===== src/rtl/axi_ddr_pkg.sv =====
// Shared types and constants for the DDR-port transaction limiter.
// Holds the drain FSM state encoding, AXI response/burst codes and a counter-width helper.
package axi_ddr_pkg;

  typedef enum logic [1:0] {
    RUN   = 2'd0,
    DRAIN = 2'd1,
    IDLE  = 2'd2
  } state_e;

  localparam logic [1:0] RESP_OKAY   = 2'b00;
  localparam logic [1:0] RESP_EXOKAY = 2'b01;
  localparam logic [1:0] RESP_SLVERR = 2'b10;
  localparam logic [1:0] RESP_DECERR = 2'b11;

  localparam logic [1:0] BURST_FIXED = 2'b00;
  localparam logic [1:0] BURST_INCR  = 2'b01;
  localparam logic [1:0] BURST_WRAP  = 2'b10;

  // Bits needed to hold 0..max_val inclusive.
  function automatic int unsigned cnt_width(input int unsigned max_val);
    return (max_val < 1) ? 1 : $clog2(max_val + 1);
  endfunction

endpackage


===== src/rtl/axi_ddr_txn_counter.sv =====
// Up/down occupancy counter, saturating at MAX and floored at zero.
// A decrement at zero (without a paired increment) holds the count and pulses underflow_o.
module axi_ddr_txn_counter
  import axi_ddr_pkg::*;
#(
  parameter  int unsigned MAX = 8,
  localparam int unsigned CW  = cnt_width(MAX)
) (
  input  logic          clk,
  input  logic          rst,
  input  logic          inc_i,
  input  logic          dec_i,
  output logic [CW-1:0] count_o,
  output logic          underflow_o
);

  localparam logic [CW-1:0] MAX_C = CW'(MAX);

  logic [CW-1:0] count_q, count_d;

  always_ff @(posedge clk) begin
    if (rst) count_q <= '0;
    else     count_q <= count_d;
  end

  always_comb begin
    count_d     = count_q;
    underflow_o = 1'b0;
    case ({inc_i, dec_i})
      2'b10: if (count_q != MAX_C) count_d = count_q + CW'(1);
      2'b01: begin
        if (count_q == '0) underflow_o = 1'b1;
        else               count_d     = count_q - CW'(1);
      end
      default: ;
    endcase
  end

  assign count_o = count_q;

endmodule


===== src/rtl/axi_ddr_txn_limiter.sv =====
// AXI4 pass-through to the DDR controller: caps outstanding writes/reads, holds W
// until its AW is accepted downstream, and offers a drain handshake for quiescing.
module axi_ddr_txn_limiter
  import axi_ddr_pkg::*;
#(
  parameter  int unsigned ADDR_WIDTH   = 32,
  parameter  int unsigned DATA_WIDTH   = 32,
  parameter  int unsigned ID_WIDTH     = 4,
  parameter  int unsigned USER_WIDTH   = 1,
  parameter  int unsigned MAX_WR_OUTST = 8,
  parameter  int unsigned MAX_RD_OUTST = 8,
  localparam int unsigned WR_CW        = cnt_width(MAX_WR_OUTST),
  localparam int unsigned RD_CW        = cnt_width(MAX_RD_OUTST)
) (
  input  logic                    clk,
  input  logic                    rst,
  // AW
  input  logic [ADDR_WIDTH-1:0]   s_aw_addr,
  input  logic [2:0]              s_aw_prot,
  input  logic [3:0]              s_aw_region,
  input  logic [7:0]              s_aw_len,
  input  logic [2:0]              s_aw_size,
  input  logic [1:0]              s_aw_burst,
  input  logic                    s_aw_lock,
  input  logic [3:0]              s_aw_cache,
  input  logic [3:0]              s_aw_qos,
  input  logic [ID_WIDTH-1:0]     s_aw_id,
  input  logic [USER_WIDTH-1:0]   s_aw_user,
  input  logic                    s_aw_valid,
  output logic                    s_aw_ready,
  output logic [ADDR_WIDTH-1:0]   m_aw_addr,
  output logic [2:0]              m_aw_prot,
  output logic [3:0]              m_aw_region,
  output logic [7:0]              m_aw_len,
  output logic [2:0]              m_aw_size,
  output logic [1:0]              m_aw_burst,
  output logic                    m_aw_lock,
  output logic [3:0]              m_aw_cache,
  output logic [3:0]              m_aw_qos,
  output logic [ID_WIDTH-1:0]     m_aw_id,
  output logic [USER_WIDTH-1:0]   m_aw_user,
  output logic                    m_aw_valid,
  input  logic                    m_aw_ready,
  // W
  input  logic [DATA_WIDTH-1:0]   s_w_data,
  input  logic [DATA_WIDTH/8-1:0] s_w_strb,
  input  logic [USER_WIDTH-1:0]   s_w_user,
  input  logic                    s_w_last,
  input  logic                    s_w_valid,
  output logic                    s_w_ready,
  output logic [DATA_WIDTH-1:0]   m_w_data,
  output logic [DATA_WIDTH/8-1:0] m_w_strb,
  output logic [USER_WIDTH-1:0]   m_w_user,
  output logic                    m_w_last,
  output logic                    m_w_valid,
  input  logic                    m_w_ready,
  // B
  output logic [1:0]              s_b_resp,
  output logic [ID_WIDTH-1:0]     s_b_id,
  output logic [USER_WIDTH-1:0]   s_b_user,
  output logic                    s_b_valid,
  input  logic                    s_b_ready,
  input  logic [1:0]              m_b_resp,
  input  logic [ID_WIDTH-1:0]     m_b_id,
  input  logic [USER_WIDTH-1:0]   m_b_user,
  input  logic                    m_b_valid,
  output logic                    m_b_ready,
  // AR
  input  logic [ADDR_WIDTH-1:0]   s_ar_addr,
  input  logic [2:0]              s_ar_prot,
  input  logic [3:0]              s_ar_region,
  input  logic [7:0]              s_ar_len,
  input  logic [2:0]              s_ar_size,
  input  logic [1:0]              s_ar_burst,
  input  logic                    s_ar_lock,
  input  logic [3:0]              s_ar_cache,
  input  logic [3:0]              s_ar_qos,
  input  logic [ID_WIDTH-1:0]     s_ar_id,
  input  logic [USER_WIDTH-1:0]   s_ar_user,
  input  logic                    s_ar_valid,
  output logic                    s_ar_ready,
  output logic [ADDR_WIDTH-1:0]   m_ar_addr,
  output logic [2:0]              m_ar_prot,
  output logic [3:0]              m_ar_region,
  output logic [7:0]              m_ar_len,
  output logic [2:0]              m_ar_size,
  output logic [1:0]              m_ar_burst,
  output logic                    m_ar_lock,
  output logic [3:0]              m_ar_cache,
  output logic [3:0]              m_ar_qos,
  output logic [ID_WIDTH-1:0]     m_ar_id,
  output logic [USER_WIDTH-1:0]   m_ar_user,
  output logic                    m_ar_valid,
  input  logic                    m_ar_ready,
  // R
  output logic [DATA_WIDTH-1:0]   s_r_data,
  output logic [1:0]              s_r_resp,
  output logic                    s_r_last,
  output logic [ID_WIDTH-1:0]     s_r_id,
  output logic [USER_WIDTH-1:0]   s_r_user,
  output logic                    s_r_valid,
  input  logic                    s_r_ready,
  input  logic [DATA_WIDTH-1:0]   m_r_data,
  input  logic [1:0]              m_r_resp,
  input  logic                    m_r_last,
  input  logic [ID_WIDTH-1:0]     m_r_id,
  input  logic [USER_WIDTH-1:0]   m_r_user,
  input  logic                    m_r_valid,
  output logic                    m_r_ready,
  // control / status
  input  logic                    drain_req,
  output logic                    drain_ack,
  output logic [WR_CW-1:0]        wr_outstanding,
  output logic [RD_CW-1:0]        rd_outstanding,
  output logic                    protocol_err
);

  localparam logic [WR_CW-1:0] WR_MAX = WR_CW'(MAX_WR_OUTST);
  localparam logic [RD_CW-1:0] RD_MAX = RD_CW'(MAX_RD_OUTST);

  state_e           state_q, state_d;
  logic             run, idle;
  logic [WR_CW-1:0] wr_cnt, w_pend;
  logic [RD_CW-1:0] rd_cnt;
  logic             wr_uf, rd_uf, wp_uf;
  logic             err_q;
  logic             allow_aw, allow_ar, allow_w;
  logic             aw_hs, w_last_hs, b_hs, ar_hs, r_last_hs;

  // Payload pass-through
  assign m_aw_addr   = s_aw_addr;
  assign m_aw_prot   = s_aw_prot;
  assign m_aw_region = s_aw_region;
  assign m_aw_len    = s_aw_len;
  assign m_aw_size   = s_aw_size;
  assign m_aw_burst  = s_aw_burst;
  assign m_aw_lock   = s_aw_lock;
  assign m_aw_cache  = s_aw_cache;
  assign m_aw_qos    = s_aw_qos;
  assign m_aw_id     = s_aw_id;
  assign m_aw_user   = s_aw_user;

  assign m_w_data    = s_w_data;
  assign m_w_strb    = s_w_strb;
  assign m_w_user    = s_w_user;
  assign m_w_last    = s_w_last;

  assign s_b_resp    = m_b_resp;
  assign s_b_id      = m_b_id;
  assign s_b_user    = m_b_user;

  assign m_ar_addr   = s_ar_addr;
  assign m_ar_prot   = s_ar_prot;
  assign m_ar_region = s_ar_region;
  assign m_ar_len    = s_ar_len;
  assign m_ar_size   = s_ar_size;
  assign m_ar_burst  = s_ar_burst;
  assign m_ar_lock   = s_ar_lock;
  assign m_ar_cache  = s_ar_cache;
  assign m_ar_qos    = s_ar_qos;
  assign m_ar_id     = s_ar_id;
  assign m_ar_user   = s_ar_user;

  assign s_r_data    = m_r_data;
  assign s_r_resp    = m_r_resp;
  assign s_r_last    = m_r_last;
  assign s_r_id      = m_r_id;
  assign s_r_user    = m_r_user;

  // Allow terms use registered state only, so valid/ready never form a loop.
  assign allow_aw = ~rst & run & (wr_cnt < WR_MAX);
  assign allow_ar = ~rst & run & (rd_cnt < RD_MAX);
  assign allow_w  = ~rst & (w_pend != '0);

  assign m_aw_valid = s_aw_valid & allow_aw;
  assign s_aw_ready = m_aw_ready & allow_aw;
  assign m_ar_valid = s_ar_valid & allow_ar;
  assign s_ar_ready = m_ar_ready & allow_ar;
  assign m_w_valid  = s_w_valid  & allow_w;
  assign s_w_ready  = m_w_ready  & allow_w;
  assign s_b_valid  = m_b_valid;
  assign m_b_ready  = s_b_ready;
  assign s_r_valid  = m_r_valid;
  assign m_r_ready  = s_r_ready;

  assign aw_hs     = s_aw_valid & m_aw_ready & allow_aw;
  assign w_last_hs = s_w_valid & m_w_ready & allow_w & s_w_last;
  assign b_hs      = m_b_valid & s_b_ready;
  assign ar_hs     = s_ar_valid & m_ar_ready & allow_ar;
  assign r_last_hs = m_r_valid & s_r_ready & m_r_last;

  axi_ddr_txn_counter #(.MAX(MAX_WR_OUTST)) u_wr_cnt (
    .clk         (clk),
    .rst         (rst),
    .inc_i       (aw_hs),
    .dec_i       (b_hs),
    .count_o     (wr_cnt),
    .underflow_o (wr_uf)
  );

  axi_ddr_txn_counter #(.MAX(MAX_RD_OUTST)) u_rd_cnt (
    .clk         (clk),
    .rst         (rst),
    .inc_i       (ar_hs),
    .dec_i       (r_last_hs),
    .count_o     (rd_cnt),
    .underflow_o (rd_uf)
  );

  axi_ddr_txn_counter #(.MAX(MAX_WR_OUTST)) u_w_pend (
    .clk         (clk),
    .rst         (rst),
    .inc_i       (aw_hs),
    .dec_i       (w_last_hs),
    .count_o     (w_pend),
    .underflow_o (wp_uf)
  );

  // w_pend cannot underflow since W is gated on it; folding it in is harmless.
  always_ff @(posedge clk) begin
    if (rst)                         err_q <= 1'b0;
    else if (wr_uf | rd_uf | wp_uf)  err_q <= 1'b1;
  end

  always_ff @(posedge clk) begin
    if (rst) state_q <= RUN;
    else     state_q <= state_d;
  end

  always_comb begin
    state_d = state_q;
    unique case (state_q)
      RUN:     if (drain_req) state_d = DRAIN;
      DRAIN: begin
        if (!drain_req)                                        state_d = RUN;
        else if (wr_cnt == '0 && rd_cnt == '0 && w_pend == '0) state_d = IDLE;
      end
      IDLE:    if (!drain_req) state_d = RUN;
      default: state_d = RUN;
    endcase
  end

  always_comb begin
    run  = 1'b0;
    idle = 1'b0;
    case (state_q)
      RUN:     run  = 1'b1;
      IDLE:    idle = 1'b1;
      default: ;
    endcase
  end

  assign drain_ack      = idle & ~rst;
  assign protocol_err   = err_q & ~rst;
  assign wr_outstanding = rst ? '0 : wr_cnt;
  assign rd_outstanding = rst ? '0 : rd_cnt;

endmodule


===== config.mk =====
export PLATFORM = sky130hd
export DESIGN_NAME = axi_ddr_txn_limiter
export DESIGN_NICKNAME = d
export VERILOG_FILES = /design/src/rtl/axi_ddr_pkg.sv /design/src/rtl/axi_ddr_txn_counter.sv /design/src/rtl/axi_ddr_txn_limiter.sv
export SDC_FILE = /design/constraint.sdc
export NUM_CORES = 1
export LEC_CHECK = 0
export BUFFER_PORTS_ARGS = -buffer_cell sky130_fd_sc_hd__buf_2
export CORE_AREA = 2 2 180 182
export CTS_BUF_LIST = sky130_fd_sc_hd__clkbuf_4 sky130_fd_sc_hd__clkbuf_8
export DETAILED_ROUTE_END_ITERATION = 10
export DIE_AREA = 0 0 182 184
export HOLD_SLACK_MARGIN = 0.03
export PLACE_DENSITY = 0.35
export SKIP_LAST_GASP = 1
export SLEW_MARGIN = 20
export SYNTH_ARGS = -nofsm -noshare
export SYNTH_HDL_FRONTEND = slang
export SYNTH_SLANG_ARGS = --single-unit
export TNS_END_PERCENT = 1

===== constraint.sdc =====
create_clock -name clk -period 2.3 [get_ports clk]
set_input_delay 0 -clock clk [delete_from_list [all_inputs] [get_ports clk]]
set_output_delay 0 -clock clk [all_outputs]
set_load 0.01 [all_outputs]

==> results of run 1 <==
==> cell families after synthesis <==
| family | after synthesis | share of synthesized area (%) |
|---|---|---|
| buf+inv | 230 | 63.87 |
| simple gates | 55 | 12.01 |
| compound gates | 26 | 7.087 |
| flops | 15 | 11.26 |
| xor+xnor | 7 | 2.299 |
| mux | 5 | 2.065 |
| fa+ha+maj | 3 | 1.408 |
==> synth_stat cells, drive strengths merged <==
master	count	share of area [%]
a2111oi	1	0.33
xnor2	3	0.99
ha	3	1.4
or4	2	0.56
and2	6	1.5
or3	1	0.23
nand2	8	1.1
o311a	1	0.38
nand3	2	0.38
mux2	1	0.42
mux2i	4	1.6
nand4	2	0.47
nor3	1	0.19
nor2	12	1.7
nor4	5	1.7
dfxtp	15	11
nor2b	8	1.9
a41oi	1	0.33
a32oi	1	0.33
nor3b	4	1.1
o22ai	1	0.23
a21o	1	0.28
and3	1	0.23
xor2	4	1.3
a211o	3	1.0
a21oi	6	1.4
buf	226	63
and4	1	0.33
a31oi	1	0.23
o21ai	7	1.3
a221oi	2	0.89
nand4b	1	0.33
o41ai	1	0.33
or2	1	0.23
inv	4	0.56
==> metrics by stage <==
stage	util, %	std cells	hold slack (ns)
after floorplan	-	341	0.09177
after global placement	5.413	558	0.00006862
after detailed placement	5.413	558	0.00006862
==> report_table.html, run 1 <==
<table>
<tr><th>Metric</th><th>Value</th></tr>
<tr><th colspan="2">Floorplan</th></tr>
<tr><td>Number of top-level pins</td><td>467</td></tr>
<tr><td>Horizontal extent of the die</td><td>182 µm</td></tr>
<tr><td>Starting density of the core</td><td>8.493%</td></tr>
<tr><td>Die Span Y</td><td>184 µm</td></tr>
<tr><td>Total number of placement rows</td><td>65</td></tr>
<tr><th colspan="2">Placement</th></tr>
<tr><td>Final HPWL DP</td><td>7778 µm</td></tr>
<tr><td>Weighted congestion at the end of routability-driven global placement</td><td>0.6870</td></tr>
<tr><td>Dpl cell area</td><td>0.001699 mm²</td></tr>
<tr><td>Number of I/O port buffers</td><td>36</td></tr>
<tr><td>Setup slack at placement</td><td>0.2371 ns</td></tr>
<tr><th colspan="2">Clocking</th></tr>
<tr><td>Number of buffers on the longest clock path</td><td>2</td></tr>
<tr><td>Clock buffers created by TritonCTS</td><td>3</td></tr>
<tr><td>Master cell of the clock root buffer</td><td>sky130_fd_sc_hd__clkbuf_8</td></tr>
<tr><td>Sink Count</td><td>15</td></tr>
<tr><td>Count of cells resized by post-cts repair</td><td>0</td></tr>
<tr><td>Number of hold buffers added after cts</td><td>113</td></tr>
<tr><td>Post-CTS repair timing setup buffer count</td><td>0</td></tr>
<tr><td># H-tree levels</td><td>1</td></tr>
<tr><th colspan="2">Synth</th></tr>
<tr><td>Cells after Synth</td><td>341</td></tr>
<tr><td>Sequential cell area fraction in the yosys report</td><td>11.26%</td></tr>
<tr><td>Cell area after synthesis</td><td>0.002666 mm²</td></tr>
<tr><td>Net Count, Synth</td><td>574</td></tr>
<tr><td>Average cell area after synthesis</td><td>7.819 µm²</td></tr>
<tr><td>Count of state elements after synthesis</td><td>15</td></tr>
<tr><td>YS warnings</td><td>0</td></tr>
<tr><td>Distinct cell type count after synthesis</td><td>44</td></tr>
<tr><th colspan="2">Outcome</th></tr>
<tr><td>Status</td><td>did not finish</td></tr>
<tr><td>Error msg</td><td>[ERROR RSZ-0060] Max buffer count reached.</td></tr>
<tr><td>Exit stage</td><td>clock tree synthesis</td></tr>
</table>
==> inputs of run 2 (changes only) <==
--- a/config.mk
+++ b/config.mk
@@ -6,12 +6,10 @@
 export NUM_CORES = 1
 export LEC_CHECK = 0
 export BUFFER_PORTS_ARGS = -buffer_cell sky130_fd_sc_hd__buf_2
-export CORE_AREA = 2 2 180 182
-export CTS_BUF_LIST = sky130_fd_sc_hd__clkbuf_4 sky130_fd_sc_hd__clkbuf_8
+export CORE_AREA = 2 2 179 181
 export DETAILED_ROUTE_END_ITERATION = 10
-export DIE_AREA = 0 0 182 184
-export HOLD_SLACK_MARGIN = 0.03
-export PLACE_DENSITY = 0.35
+export DIE_AREA = 0 0 181 183
+export PLACE_DENSITY_LB_ADDON = 0.15
 export SKIP_LAST_GASP = 1
 export SLEW_MARGIN = 20
 export SYNTH_ARGS = -nofsm -noshare
==> report_table.html, run 2 <==
<table>
<tr><th>Metric</th><th>Value</th></tr>
<tr><th colspan="2">Min path</th></tr>
<tr><td>Class of the most critical hold timing path</td><td>input pin to primary output</td></tr>
<tr><td>Launch point of the worst hold path</td><td>s_ar_addr[0]</td></tr>
<tr><td>Hold path endpoint</td><td>m_ar_addr[0]</td></tr>
<tr><td>Worst Hold Path Cells</td><td>0</td></tr>
<tr><th colspan="2">Synth</th></tr>
<tr><td>Async set or reset register ratio after synthesis</td><td>0%</td></tr>
<tr><td>Fraction of synthesized cell area taken by the top area cell type</td><td>62.22%</td></tr>
<tr><td>Sequential cell area fraction in the yosys report</td><td>11.26%</td></tr>
<tr><td>Distinct cell type count after synthesis</td><td>44</td></tr>
<tr><td>Cells after Synth</td><td>341</td></tr>
<tr><td>Top flip-flop cell by instance count after synthesis</td><td>sky130_fd_sc_hd__dfxtp_1</td></tr>
<tr><td>Top post-synthesis cells by area</td><td>sky130_fd_sc_hd__buf_4, sky130_fd_sc_hd__dfxtp_1, sky130_fd_sc_hd__nor2b_1, sky130_fd_sc_hd__nor2_1, sky130_fd_sc_hd__ha_1</td></tr>
<tr><td>Net Count, Synth</td><td>574</td></tr>
<tr><td>YS warnings</td><td>0</td></tr>
<tr><td>Count leader, synth</td><td>sky130_fd_sc_hd__buf_4</td></tr>
<tr><td>Cell area after synthesis</td><td>0.002666 mm²</td></tr>
<tr><td>Library cell occupying the most area in the post-synthesis netlist</td><td>sky130_fd_sc_hd__buf_4</td></tr>
<tr><td>Number of synthesized flops with an enable pin</td><td>0</td></tr>
<tr><td>Commonest cells in the netlist</td><td>sky130_fd_sc_hd__buf_4, sky130_fd_sc_hd__dfxtp_1, sky130_fd_sc_hd__nor2_1</td></tr>
<tr><td>Count of state elements after synthesis</td><td>15</td></tr>
<tr><td>Average cell area after synthesis</td><td>7.819 µm²</td></tr>
<tr><th colspan="2">Final layout</th></tr>
<tr><td>Number of standard cells in the layout, taps in and fillers out</td><td>561</td></tr>
<tr><td>Most common library cell in the layout ignoring fill and taps</td><td>sky130_fd_sc_hd__buf_2</td></tr>
<tr><td>Commonest non-fill, non-tap cells in the layout</td><td>sky130_fd_sc_hd__buf_2, sky130_fd_sc_hd__dfxtp_1, sky130_fd_sc_hd__nor2_1, sky130_fd_sc_hd__nor2b_1, sky130_fd_sc_hd__nand2_1</td></tr>
<tr><td>Nets@finish</td><td>393</td></tr>
<tr><td>Fraction of layout instances using a drive strength above 1</td><td>33.96%</td></tr>
<tr><td>Post-synthesis to final-layout area growth</td><td>-33.36%</td></tr>
<tr><td>Area of all placed cells without fillers</td><td>0.001777 mm²</td></tr>
<tr><td>Ant diodes</td><td>0</td></tr>
<tr><td>Post-route core utilization</td><td>5.689%</td></tr>
<tr><td>Filler Cells Inserted</td><td>3751</td></tr>
<tr><th colspan="2">Global routing</th></tr>
<tr><td>Global Route Usage Sum</td><td>3.517%</td></tr>
<tr><td>Global-route wire length before repair</td><td>8493 µm</td></tr>
<tr><td>Number of antenna violations at the first check in global routing</td><td>2</td></tr>
<tr><td>Via count of the first global-routing pass</td><td>1327</td></tr>
<tr><td>Remaining global-route overflow</td><td>0</td></tr>
<tr><td>Largest net degree at the start of global routing</td><td>19</td></tr>
<tr><th colspan="2">Clocking</th></tr>
<tr><td>Clock slew seen by the registers of the worst setup and hold paths</td><td>0.06 ns</td></tr>
<tr><td>Number of buffers on the longest clock path</td><td>2</td></tr>
<tr><td>Clock latency on the worst-skew pair</td><td>0.25 ns</td></tr>
<tr><td>Post-CTS repair timing setup buffer count</td><td>0</td></tr>
<tr><td>Clock buffers created by TritonCTS</td><td>3</td></tr>
<tr><td>Number of hold buffers added after cts</td><td>0</td></tr>
<tr><td>Sink Count</td><td>15</td></tr>
<tr><td>Master cell of the clock root buffer</td><td>sky130_fd_sc_hd__clkbuf_16</td></tr>
<tr><td>TritonCTS clock tree</td><td>built</td></tr>
<tr><td># H-tree levels</td><td>1</td></tr>
<tr><td>Count of cells resized by post-cts repair</td><td>0</td></tr>
<tr><th colspan="2">Floorplan</th></tr>
<tr><td>Die area</td><td>0.03312 mm²</td></tr>
<tr><td>Starting density of the core</td><td>8.538%</td></tr>
<tr><td>Die Span Y</td><td>183 µm</td></tr>
<tr><td>Horizontal extent of the die</td><td>181 µm</td></tr>
<tr><td>Total number of placement rows</td><td>65</td></tr>
<tr><td>Number of top-level pins</td><td>467</td></tr>
<tr><td>Placeable Area</td><td>0.03123 mm²</td></tr>
<tr><th colspan="2">STA</th></tr>
<tr><td>Final hold vios</td><td>0</td></tr>
<tr><td>Max Slew Vio Count</td><td>0</td></tr>
<tr><td>RSZ-0062 raised after global routing</td><td>false</td></tr>
<tr><td>Final setup margin</td><td>0.2043 ns</td></tr>
<tr><td>Final cycle utilization of the critical path</td><td>91.12%</td></tr>
<tr><td>Slew of the pin with the lowest slew margin</td><td>0.4721 ns</td></tr>
<tr><td>Min Hold Slack</td><td>0.000003919 ns</td></tr>
<tr><td>Min Tclk post-route</td><td>2.096 ns</td></tr>
<tr><td>Max transition margin</td><td>68.24%</td></tr>
<tr><td>Total negative slack</td><td>0 ns</td></tr>
<tr><td>FMAX</td><td>477.2 MHz</td></tr>
<tr><td>Largest clock skew in the final design</td><td>0.005578 ns</td></tr>
<tr><td>Final number of setup-violating endpoints</td><td>0</td></tr>
<tr><th colspan="2">Routing</th></tr>
<tr><td>Routed length on met2</td><td>2553 µm</td></tr>
<tr><td>Met3 WL</td><td>896 µm</td></tr>
<tr><td>Number of vias per cell after detailed routing</td><td>2.271</td></tr>
<tr><td>Drt first-iter violations</td><td>43</td></tr>
<tr><td>Uppermost signal routing layer after detailed routing</td><td>met5</td></tr>
<tr><td>Count of nets left with antenna violations after detail routing</td><td>0</td></tr>
<tr><td>Drt pass-1 iters</td><td>4</td></tr>
<tr><td>Total detailed-routing wirelength</td><td>6056 µm</td></tr>
<tr><td>Mean routed wirelength per cell</td><td>10.80 µm</td></tr>
<tr><td>DRT met1 WL</td><td>1966 µm</td></tr>
<tr><td>Routed via count</td><td>1274</td></tr>
<tr><td>Drt drc</td><td>0</td></tr>
<tr><th colspan="2">Placement</th></tr>
<tr><td>Weighted congestion at the end of routability-driven global placement</td><td>0.6491</td></tr>
<tr><td>Cells after DPL</td><td>557</td></tr>
<tr><td>Number of I/O port buffers</td><td>36</td></tr>
<tr><td>Dpl cell area</td><td>0.001692 mm²</td></tr>
<tr><td>Setup slack at placement</td><td>0.2062 ns</td></tr>
<tr><td>Final HPWL DP</td><td>4977 µm</td></tr>
<tr><th colspan="2">Run</th></tr>
<tr><td>Number of max-capacitance violations reported</td><td>0</td></tr>
<tr><th colspan="2">Critical path</th></tr>
<tr><td>Worst R2R Path Depth</td><td>8</td></tr>
<tr><td>Maximum cell stage delay along the critical path</td><td>0.41 ns</td></tr>
<tr><td>Data arrival time of the worst path</td><td>2.29 ns</td></tr>
<tr><td>Worst reg-to-reg setup slack</td><td>0.20 ns</td></tr>
<tr><td>Launch instance of the worst register-to-register path</td><td>state_q[0]</td></tr>
<tr><td>Worst reg2reg path endpoint</td><td>u_wr_cnt.count_o[2]</td></tr>
<tr><td>Largest fanout on the critical path</td><td>5</td></tr>
<tr><td>Slowest CP cell</td><td>sky130_fd_sc_hd__nor4_4</td></tr>
<tr><td>Crit-path cells</td><td>nor4_4 -&gt; a21oi_1 -&gt; xor2_1 -&gt; ha_1 -&gt; nor2_1 -&gt; mux2i_1 -&gt; or4_1 -&gt; nand2_1</td></tr>
<tr><td>Worst Path Class, Setup</td><td>flip-flop to flip-flop</td></tr>
<tr><td>Worst setup SP type</td><td>flip-flop</td></tr>
<tr><td>Startpoint of the most critical setup path</td><td>state_q[0]</td></tr>
<tr><td>Worst setup EP type</td><td>flip-flop</td></tr>
<tr><td>Worst Path Required</td><td>2.50 ns</td></tr>
<tr><th colspan="2">Power</th></tr>
<tr><td>Sum of internal, switching and leakage power</td><td>0.8161 mW</td></tr>
<tr><td>Leak pwr</td><td>0.5951 nW</td></tr>
<tr><td>Power density over the cells</td><td>459.3 mW/mm²</td></tr>
<tr><td>Worst voltage drop across the vdd grid</td><td>0.0001610 V</td></tr>
<tr><th colspan="2">Outcome</th></tr>
<tr><td>Status</td><td>completed</td></tr>
</table>
-- run 2: cell counts after synthesis --
No cell type changed its count.
-- run 2: cell families (layout without fill, tap and decap cells) --
kind of cell | Yosys count | count (layout) | share of synthesized area [%]
adder cells (fa/ha/maj) | 3 | 3 | 1.408
AND/OR/NAND/NOR | 55 | 55 | 12.01
flip-flops | 15 | 15 | 11.26
multiplexers | 5 | 5 | 2.065
AO/OA/AOI/OAI | 26 | 26 | 7.087
XOR/XNOR | 7 | 7 | 2.299
buffers and inverters | 230 | 48 | 63.87
-- run 2: worst max-delay path by stage --
stage / to / slack [ns] / depth (start not counted)
CTS: u_rd_cnt.count_o[2] / 0.20 / 8
global route: u_wr_cnt.count_o[2] / 0.002 / 8
finish: u_wr_cnt.count_o[2] / 0.20 / 8
detailed placement: u_wr_cnt.count_o[2] / 0.21 / 8
floorplan: u_w_pend.count_o[2] / 0.29 / 8
global placement: u_rd_cnt.count_o[2] / 0.24 / 8
-- run 2: metal layers --
metal | track usage, % | vias to the layer above
met3 | 2.085 | 104
met2 | 4.954 | 108
met1 | 3.211 | 539
li1 | - | 519
met5 | 0 | -
met4 | 4.423 | 4
-- run 2: power breakdown --
part           switching, mW  internal [mW]  total (mW)
logic                 0.0917         0.0760       0.168
registers             0.0221          0.274       0.296
clock network          0.117          0.235       0.352
total                  0.231          0.585       0.816
-- run 2: layout make-up --
cell class / instances / area [µm²] / area share, %
Tap cell: 402 / 503.0 / 28.31
Multi-Input combinational cell: 96 / 669.4 / 37.68
Clock buffer: 4 / 78.83 / 4.437
Timing Repair Buffer: 40 / 210.2 / 11.83
Sequential cell: 15 / 300.3 / 16.90
Inverter: 4 / 15.01 / 0.8451
-- run 2: critical path, delay by kind of cell (launching register included) --
family                     cells  cell delay (ns)
DFF                            1             0.37
AOI/OAI and AO/OA              1             0.22
muxes                          1             0.08
and+or+nand+nor                4             0.97
adders and majority gates      1             0.23
xor gates and xnor gates       1             0.19
Note: power is estimated with default switching activity, not from simulation.
==> inputs of run 3 (changes only) <==
--- a/config.mk
+++ b/config.mk
@@ -9,6 +9,7 @@
 export CORE_AREA = 2 2 179 181
 export DETAILED_ROUTE_END_ITERATION = 10
 export DIE_AREA = 0 0 181 183
+export MAX_ROUTING_LAYER = met4
 export PLACE_DENSITY_LB_ADDON = 0.15
 export SKIP_LAST_GASP = 1
 export SLEW_MARGIN = 20
==> report_table.html, run 3 (synthesized netlist as in run 2, its figures left out) <==
<table>
<tr><th>Metric</th><th>Value</th></tr>
<tr><th colspan="2">Outcome</th></tr>
<tr><td>Status</td><td>completed</td></tr>
<tr><th colspan="2">Clocking</th></tr>
<tr><td># H-tree levels</td><td>1</td></tr>
<tr><td>TritonCTS clock tree</td><td>built</td></tr>
<tr><td>Clock buffers created by TritonCTS</td><td>3</td></tr>
<tr><td>Number of buffers on the longest clock path</td><td>2</td></tr>
<tr><td>Master cell of the clock root buffer</td><td>sky130_fd_sc_hd__clkbuf_16</td></tr>
<tr><td>Clock latency on the worst-skew pair</td><td>0.25 ns</td></tr>
<tr><td>Sink Count</td><td>15</td></tr>
<tr><td>Clock slew seen by the registers of the worst setup and hold paths</td><td>0.06 ns</td></tr>
<tr><th colspan="2">Global routing</th></tr>
<tr><td>Largest net degree at the start of global routing</td><td>19</td></tr>
<tr><td>Remaining global-route overflow</td><td>0</td></tr>
<tr><td>Number of antenna violations at the first check in global routing</td><td>2</td></tr>
<tr><td>Global Route Usage Sum</td><td>3.612%</td></tr>
<tr><td>Via count of the first global-routing pass</td><td>1333</td></tr>
<tr><td>Global-route wire length before repair</td><td>8487 µm</td></tr>
<tr><th colspan="2">Critical path</th></tr>
<tr><td>Worst setup EP type</td><td>flip-flop</td></tr>
<tr><td>Worst Path Required</td><td>2.50 ns</td></tr>
<tr><td>Data arrival time of the worst path</td><td>2.29 ns</td></tr>
<tr><td>Largest fanout on the critical path</td><td>5</td></tr>
<tr><td>Worst setup SP type</td><td>flip-flop</td></tr>
<tr><td>Worst Path Class, Setup</td><td>flip-flop to flip-flop</td></tr>
<tr><th colspan="2">Floorplan</th></tr>
<tr><td>Total number of placement rows</td><td>65</td></tr>
<tr><td>Number of top-level pins</td><td>467</td></tr>
<tr><td>Placeable Area</td><td>0.03123 mm²</td></tr>
<tr><td>Die area</td><td>0.03312 mm²</td></tr>
<tr><td>Die Span Y</td><td>183 µm</td></tr>
<tr><td>Horizontal extent of the die</td><td>181 µm</td></tr>
<tr><td>Starting density of the core</td><td>8.538%</td></tr>
<tr><th colspan="2">Power</th></tr>
<tr><td>Sum of internal, switching and leakage power</td><td>0.8146 mW</td></tr>
<tr><td>Sw Ratio</td><td>28.14%</td></tr>
<tr><td>Design internal power</td><td>0.5854 mW</td></tr>
<tr><td>Logic gate share of total power</td><td>20.5%</td></tr>
<tr><td>Clock power frac</td><td>43.1%</td></tr>
<tr><td>Leak pwr</td><td>0.5951 nW</td></tr>
<tr><td>Net switching power</td><td>0.2292 mW</td></tr>
<tr><td>Power density over the cells</td><td>457.2 mW/mm²</td></tr>
<tr><td>Worst voltage drop across the vdd grid</td><td>0.0001601 V</td></tr>
<tr><td>Power share of the sequential group</td><td>36.3%</td></tr>
<tr><th colspan="2">STA</th></tr>
<tr><td>Min Tclk post-route</td><td>2.097 ns</td></tr>
<tr><td>Final cycle utilization of the critical path</td><td>91.17%</td></tr>
<tr><td>Largest clock skew in the final design</td><td>0.005642 ns</td></tr>
<tr><td>Final number of setup-violating endpoints</td><td>0</td></tr>
<tr><td>Max Slew Vio Count</td><td>0</td></tr>
<tr><td>Max transition margin</td><td>68.36%</td></tr>
<tr><td>RSZ-0062 raised after global routing</td><td>false</td></tr>
<tr><td>Slew of the pin with the lowest slew margin</td><td>0.4702 ns</td></tr>
<tr><td>FMAX</td><td>476.9 MHz</td></tr>
<tr><td>Total negative slack</td><td>0 ns</td></tr>
<tr><td>Final hold vios</td><td>0</td></tr>
<tr><th colspan="2">Placement</th></tr>
<tr><td>Dpl cell area</td><td>0.001692 mm²</td></tr>
<tr><td>Weighted congestion at the end of routability-driven global placement</td><td>0.6548</td></tr>
<tr><td>Number of I/O port buffers</td><td>36</td></tr>
<tr><td>Final HPWL DP</td><td>4977 µm</td></tr>
<tr><th colspan="2">Final layout</th></tr>
<tr><td>Fraction of layout instances using a drive strength above 1</td><td>33.96%</td></tr>
<tr><td>Most common library cell in the layout ignoring fill and taps</td><td>sky130_fd_sc_hd__buf_2</td></tr>
<tr><td>Commonest non-fill, non-tap cells in the layout</td><td>sky130_fd_sc_hd__buf_2, sky130_fd_sc_hd__dfxtp_1, sky130_fd_sc_hd__nor2_1, sky130_fd_sc_hd__nor2b_1, sky130_fd_sc_hd__nand2_1</td></tr>
<tr><td>Post-synthesis to final-layout area growth</td><td>-33.18%</td></tr>
<tr><td>Nets@finish</td><td>393</td></tr>
<tr><td>Area of all placed cells without fillers</td><td>0.001782 mm²</td></tr>
<tr><td>Filler Cells Inserted</td><td>3750</td></tr>
<tr><th colspan="2">Routing</th></tr>
<tr><td>Drt first-iter violations</td><td>49</td></tr>
<tr><td>Count of nets left with antenna violations after detail routing</td><td>0</td></tr>
<tr><td>Number of vias per cell after detailed routing</td><td>2.243</td></tr>
<tr><td>Mean routed wirelength per cell</td><td>10.70 µm</td></tr>
<tr><td>Routed via count</td><td>1263</td></tr>
<tr><td>Drt pass-1 iters</td><td>4</td></tr>
<tr><td>Drt drc</td><td>0</td></tr>
<tr><td>Total detailed-routing wirelength</td><td>6024 µm</td></tr>
<tr><th colspan="2">Run</th></tr>
<tr><td>Number of max-capacitance violations reported</td><td>0</td></tr>
<tr><th colspan="2">Min path</th></tr>
<tr><td>Class of the most critical hold timing path</td><td>input pin to primary output</td></tr>
</table>
[run 3: final timing paths]
| kind | cells after the start | endpoint | slack [ns] | startpoint |
|---|---|---|---|---|
| hold / removal | 0 | m_ar_addr[0] | 0.000004 | s_ar_addr[0] |
| setup reg to reg | 8 | u_wr_cnt.count_o[2] | 0.20 | state_q[0] |
| setup / recovery | 8 | u_wr_cnt.count_o[2] | 0.20 | state_q[0] |
| hold reg to reg | 2 | err_q | 0.48 | err_q |
[run 3: metrics by stage]
| stage | util [%] | setup WS (ns) | hold WS (ns) | instances |
|---|---|---|---|---|
| after global placement | 5.417 | 0.2425 | 0.00006862 | 557 |
| after detailed placement | 5.417 | 0.2062 | 0.00006862 | 557 |
| final | 5.705 | 0.2030 | 0.000003919 | 563 |
| after floorplan | - | 0.2881 | 0.09177 | 341 |
| after CTS | 5.669 | 0.1957 | 0.00006862 | 561 |
| after global routing | 5.705 | 0.001973 | 0.00001505 | 563 |
[run 3: layout make-up]
type / count / area, µm² / share of cell area, %
multi-input combinational: 96 / 669.4 / 37.57
tap: 402 / 503.0 / 28.23
antenna: 2 / 5.005 / 0.2809
sequential: 15 / 300.3 / 16.85
inverter: 4 / 15.01 / 0.8427
clock buffer: 4 / 78.83 / 4.424
timing repair buffer: 40 / 210.2 / 11.80
[run 3: worst max-delay path, stage by stage, from the launching register on]
cell and delay, ns:
sky130_fd_sc_hd__dfxtp_1 0.37, sky130_fd_sc_hd__nor4_4 0.41, sky130_fd_sc_hd__a21oi_1 0.22, sky130_fd_sc_hd__xor2_1 0.19
sky130_fd_sc_hd__ha_1 0.23, sky130_fd_sc_hd__nor2_1 0.09, sky130_fd_sc_hd__mux2i_1 0.08, sky130_fd_sc_hd__or4_1 0.40
sky130_fd_sc_hd__nand2_1 0.07
[run 3: repair_timing]
item,4_1_cts,5_1_grt
endpoints found under the setup margin,0,1
hold buffers,0,0
gates resized for setup,0,1
endpoints found under the hold margin,0,0
buffers inserted,0,0
[run 3: per-layer routing]
layer	routed length, µm	global-route usage, %	up-vias
li1	-	-	523
met1	1966	3.139	540
met2	2557	4.969	102
met3	906	2.145	98
met4	595	4.423	0
met5	0	-	-
[run 3: power by group through the flow]
| stage | registers [mW] | clock network (mW) | logic [mW] |
|---|---|---|---|
| detailed placement | 0.301 | 0 | 0.172 |
| floorplan | 0.294 | 0 | 0.493 |
| global placement | 0.301 | 0 | 0.174 |
| finish | 0.296 | 0.351 | 0.167 |
| global route | 0.299 | 0.384 | 0.189 |
| CTS | 0.296 | 0.370 | 0.173 |
==> inputs of run 4 (changes only) <==
==> constraint.sdc (replaced) <==
create_clock -name clk -period 2.08 [get_ports clk]
set_input_delay 0 -clock clk [delete_from_list [all_inputs] [get_ports clk]]
set_output_delay 0 -clock clk [all_outputs]
set_load 0.01 [all_outputs]
==> report_table.html, run 4 (synthesized netlist as in run 2, its figures left out) <==
<table>
<tr><th>Metric</th><th>Value</th></tr>
<tr><th colspan="2">Min path</th></tr>
<tr><td>Class of the most critical hold timing path</td><td>input pin to primary output</td></tr>
<tr><th colspan="2">Floorplan</th></tr>
<tr><td>Placeable Area</td><td>0.03123 mm²</td></tr>
<tr><td>Horizontal extent of the die</td><td>181 µm</td></tr>
<tr><td>Die area</td><td>0.03312 mm²</td></tr>
<tr><td>Total number of placement rows</td><td>65</td></tr>
<tr><td>Starting density of the core</td><td>8.538%</td></tr>
<tr><td>Die Span Y</td><td>183 µm</td></tr>
<tr><td>Number of top-level pins</td><td>467</td></tr>
<tr><th colspan="2">Outcome</th></tr>
<tr><td>Status</td><td>completed</td></tr>
<tr><th colspan="2">Global routing</th></tr>
<tr><td>Global-route wire length before repair</td><td>8480 µm</td></tr>
<tr><td>Remaining global-route overflow</td><td>0</td></tr>
<tr><td>Via count of the first global-routing pass</td><td>1349</td></tr>
<tr><td>Met1 GRT Util</td><td>3.154%</td></tr>
<tr><td>Fraction of met3 tracks used by global routing</td><td>1.926%</td></tr>
<tr><td>Global Route Usage Sum</td><td>3.574%</td></tr>
<tr><td>Largest net degree at the start of global routing</td><td>15</td></tr>
<tr><td>Number of antenna violations at the first check in global routing</td><td>1</td></tr>
<tr><td>Met2 GRT Util</td><td>4.938%</td></tr>
<tr><td>Global-route layer with the greatest usage</td><td>met2</td></tr>
<tr><th colspan="2">STA</th></tr>
<tr><td>RSZ-0062 raised after global routing</td><td>true</td></tr>
<tr><td>Slew of the pin with the lowest slew margin</td><td>0.4649 ns</td></tr>
<tr><td>Final setup margin</td><td>0.1348 ns</td></tr>
<tr><td>Final hold vios</td><td>0</td></tr>
<tr><td>Final number of setup-violating endpoints</td><td>0</td></tr>
<tr><td>Min Hold Slack</td><td>0.000003919 ns</td></tr>
<tr><td>Max Slew Vio Count</td><td>0</td></tr>
<tr><td>FMAX</td><td>514.1 MHz</td></tr>
<tr><td>Final cycle utilization of the critical path</td><td>93.52%</td></tr>
<tr><td>Largest clock skew in the final design</td><td>0.01157 ns</td></tr>
<tr><td>Min Tclk post-route</td><td>1.945 ns</td></tr>
<tr><td>Max transition margin</td><td>68.94%</td></tr>
<tr><th colspan="2">Clocking</th></tr>
<tr><td>Number of buffers on the longest clock path</td><td>2</td></tr>
<tr><td># H-tree levels</td><td>1</td></tr>
<tr><td>Clock latency on the worst-skew pair</td><td>0.25 ns</td></tr>
<tr><td>Sink Count</td><td>15</td></tr>
<tr><td>Clock slew seen by the registers of the worst setup and hold paths</td><td>0.06 ns</td></tr>
<tr><td>Master cell of the clock root buffer</td><td>sky130_fd_sc_hd__clkbuf_16</td></tr>
<tr><td>TritonCTS clock tree</td><td>built</td></tr>
<tr><td>Clock buffers created by TritonCTS</td><td>3</td></tr>
<tr><td>Number of hold buffers added after cts</td><td>0</td></tr>
<tr><th colspan="2">Placement</th></tr>
<tr><td>Final HPWL DP</td><td>4995 µm</td></tr>
<tr><td>Setup slack at placement</td><td>0.01368 ns</td></tr>
<tr><td>Number of I/O port buffers</td><td>36</td></tr>
<tr><td>Weighted congestion at the end of routability-driven global placement</td><td>0.6577</td></tr>
<tr><th colspan="2">Critical path</th></tr>
<tr><td>Largest fanout on the critical path</td><td>5</td></tr>
<tr><td>Worst Path Class, Setup</td><td>flip-flop to flip-flop</td></tr>
<tr><td>Data arrival time of the worst path</td><td>2.08 ns</td></tr>
<tr><td>Worst setup SP type</td><td>flip-flop</td></tr>
<tr><td>Worst setup EP type</td><td>flip-flop</td></tr>
<tr><td>Worst Path Required</td><td>2.22 ns</td></tr>
<tr><th colspan="2">Final layout</th></tr>
<tr><td>Commonest non-fill, non-tap cells in the layout</td><td>sky130_fd_sc_hd__buf_2, sky130_fd_sc_hd__buf_4, sky130_fd_sc_hd__dfxtp_1, sky130_fd_sc_hd__nor2_1, sky130_fd_sc_hd__nor2b_1</td></tr>
<tr><td>Post-synthesis to final-layout area growth</td><td>-28.95%</td></tr>
<tr><td>Post-route core utilization</td><td>6.066%</td></tr>
<tr><td>Fraction of layout instances using a drive strength above 1</td><td>42.35%</td></tr>
<tr><td>Most common library cell in the layout ignoring fill and taps</td><td>sky130_fd_sc_hd__buf_2</td></tr>
<tr><td>Nets@finish</td><td>404</td></tr>
<tr><th colspan="2">Routing</th></tr>
<tr><td>Drt first-iter violations</td><td>66</td></tr>
<tr><td>Number of vias per cell after detailed routing</td><td>2.232</td></tr>
<tr><td>Total detailed-routing wirelength</td><td>6029 µm</td></tr>
<tr><td>Drt pass-1 iters</td><td>4</td></tr>
<tr><td>Count of nets left with antenna violations after detail routing</td><td>0</td></tr>
<tr><td>Routed via count</td><td>1279</td></tr>
<tr><td>Drt drc</td><td>0</td></tr>
<tr><td>Mean routed wirelength per cell</td><td>10.52 µm</td></tr>
<tr><th colspan="2">Power</th></tr>
<tr><td>Power share of the sequential group</td><td>35.1%</td></tr>
<tr><td>Power density over the cells</td><td>490.8 mW/mm²</td></tr>
<tr><td>Sw Ratio</td><td>28.86%</td></tr>
<tr><td>Net switching power</td><td>0.2683 mW</td></tr>
<tr><td>Design internal power</td><td>0.6614 mW</td></tr>
<tr><td>Leak pwr</td><td>0.6628 nW</td></tr>
<tr><td>Clock power frac</td><td>42.7%</td></tr>
<tr><td>Worst voltage drop across the vdd grid</td><td>0.0001967 V</td></tr>
<tr><td>Logic gate share of total power</td><td>22.2%</td></tr>
<tr><th colspan="2">Run</th></tr>
<tr><td>Number of max-capacitance violations reported</td><td>0</td></tr>
</table>
## run 4: repair_timing
| action | 4_1_cts | 5_1_grt |
|---|---|---|
| setup endpoints to repair | 1 | 2 |
| pin swaps | 0 | 1 |
| gates resized for setup | 1 | 8 |
| buffers inserted | 0 | 2 |
## run 4: power groups by stage
| stage | combinational (mW) | sequential (mW) | clock (mW) |
|---|---|---|---|
| floorplan | 0.545 | 0.325 | 0 |
| global placement | 0.201 | 0.332 | 0 |
| detailed placement | 0.199 | 0.332 | 0 |
| CTS | 0.201 | 0.326 | 0.416 |
| global route | 0.232 | 0.329 | 0.431 |
| finish | 0.207 | 0.326 | 0.397 |
## run 4: per-stage QoR
stage	total power [mW]	setup TNS, ns	cell area [µm²]	std cells
floorplan	0.8693	0	2666	341
global placement	0.5330	-0.01563	1759	566
detailed placement	0.5308	0	1759	566
CTS	0.9426	0	1846	570
global route	0.9914	-0.01177	1894	573
finish	0.9297	0	1894	573
## run 4: final cells by class
| cell class | count | area, µm² |
|---|---|---|
| clock inverters | 1 | 5.005 |
| repair buffers | 51 | 292.8 |
| clock buffers | 3 | 75.07 |
| fillers | 3717 | 29340 |
| flip-flops and latches | 15 | 301.5 |
| inverters | 4 | 15.01 |
| diodes | 1 | 2.502 |
| multi-input cells | 96 | 699.4 |
| well taps | 402 | 503.0 |
## run 4: critical path, stage by stage, from the launching register on
cell and delay (ns):
sky130_fd_sc_hd__dfxtp_1 0.37, sky130_fd_sc_hd__nor4_2 0.35, sky130_fd_sc_hd__buf_4 0.18, sky130_fd_sc_hd__a31oi_1 0.11, sky130_fd_sc_hd__xor2_1 0.15, sky130_fd_sc_hd__ha_1 0.18, sky130_fd_sc_hd__nor2_1 0.04, sky130_fd_sc_hd__a32oi_1 0.22
sky130_fd_sc_hd__xor2_1 0.16, sky130_fd_sc_hd__nor2_1 0.05
## run 4: final timing paths
kind | startpoint | endpoint | slack [ns] | depth (start not counted)
worst min-delay path | s_ar_addr[0] | m_ar_addr[0] | 0.000004 | 0
worst max register to register | state_q[0] | u_rd_cnt.count_o[2] | 0.13 | 9
worst max-delay path | state_q[0] | u_rd_cnt.count_o[2] | 0.13 | 9
worst min register to register | err_q | err_q | 0.49 | 2
## run 4: metal layers
metal  vias to the layer above  share of wire, %
met3                        96                14
li1                        547                 -
met1                       536                34
met4                         0               9.7
met2                       100                43
met5                         -                 0
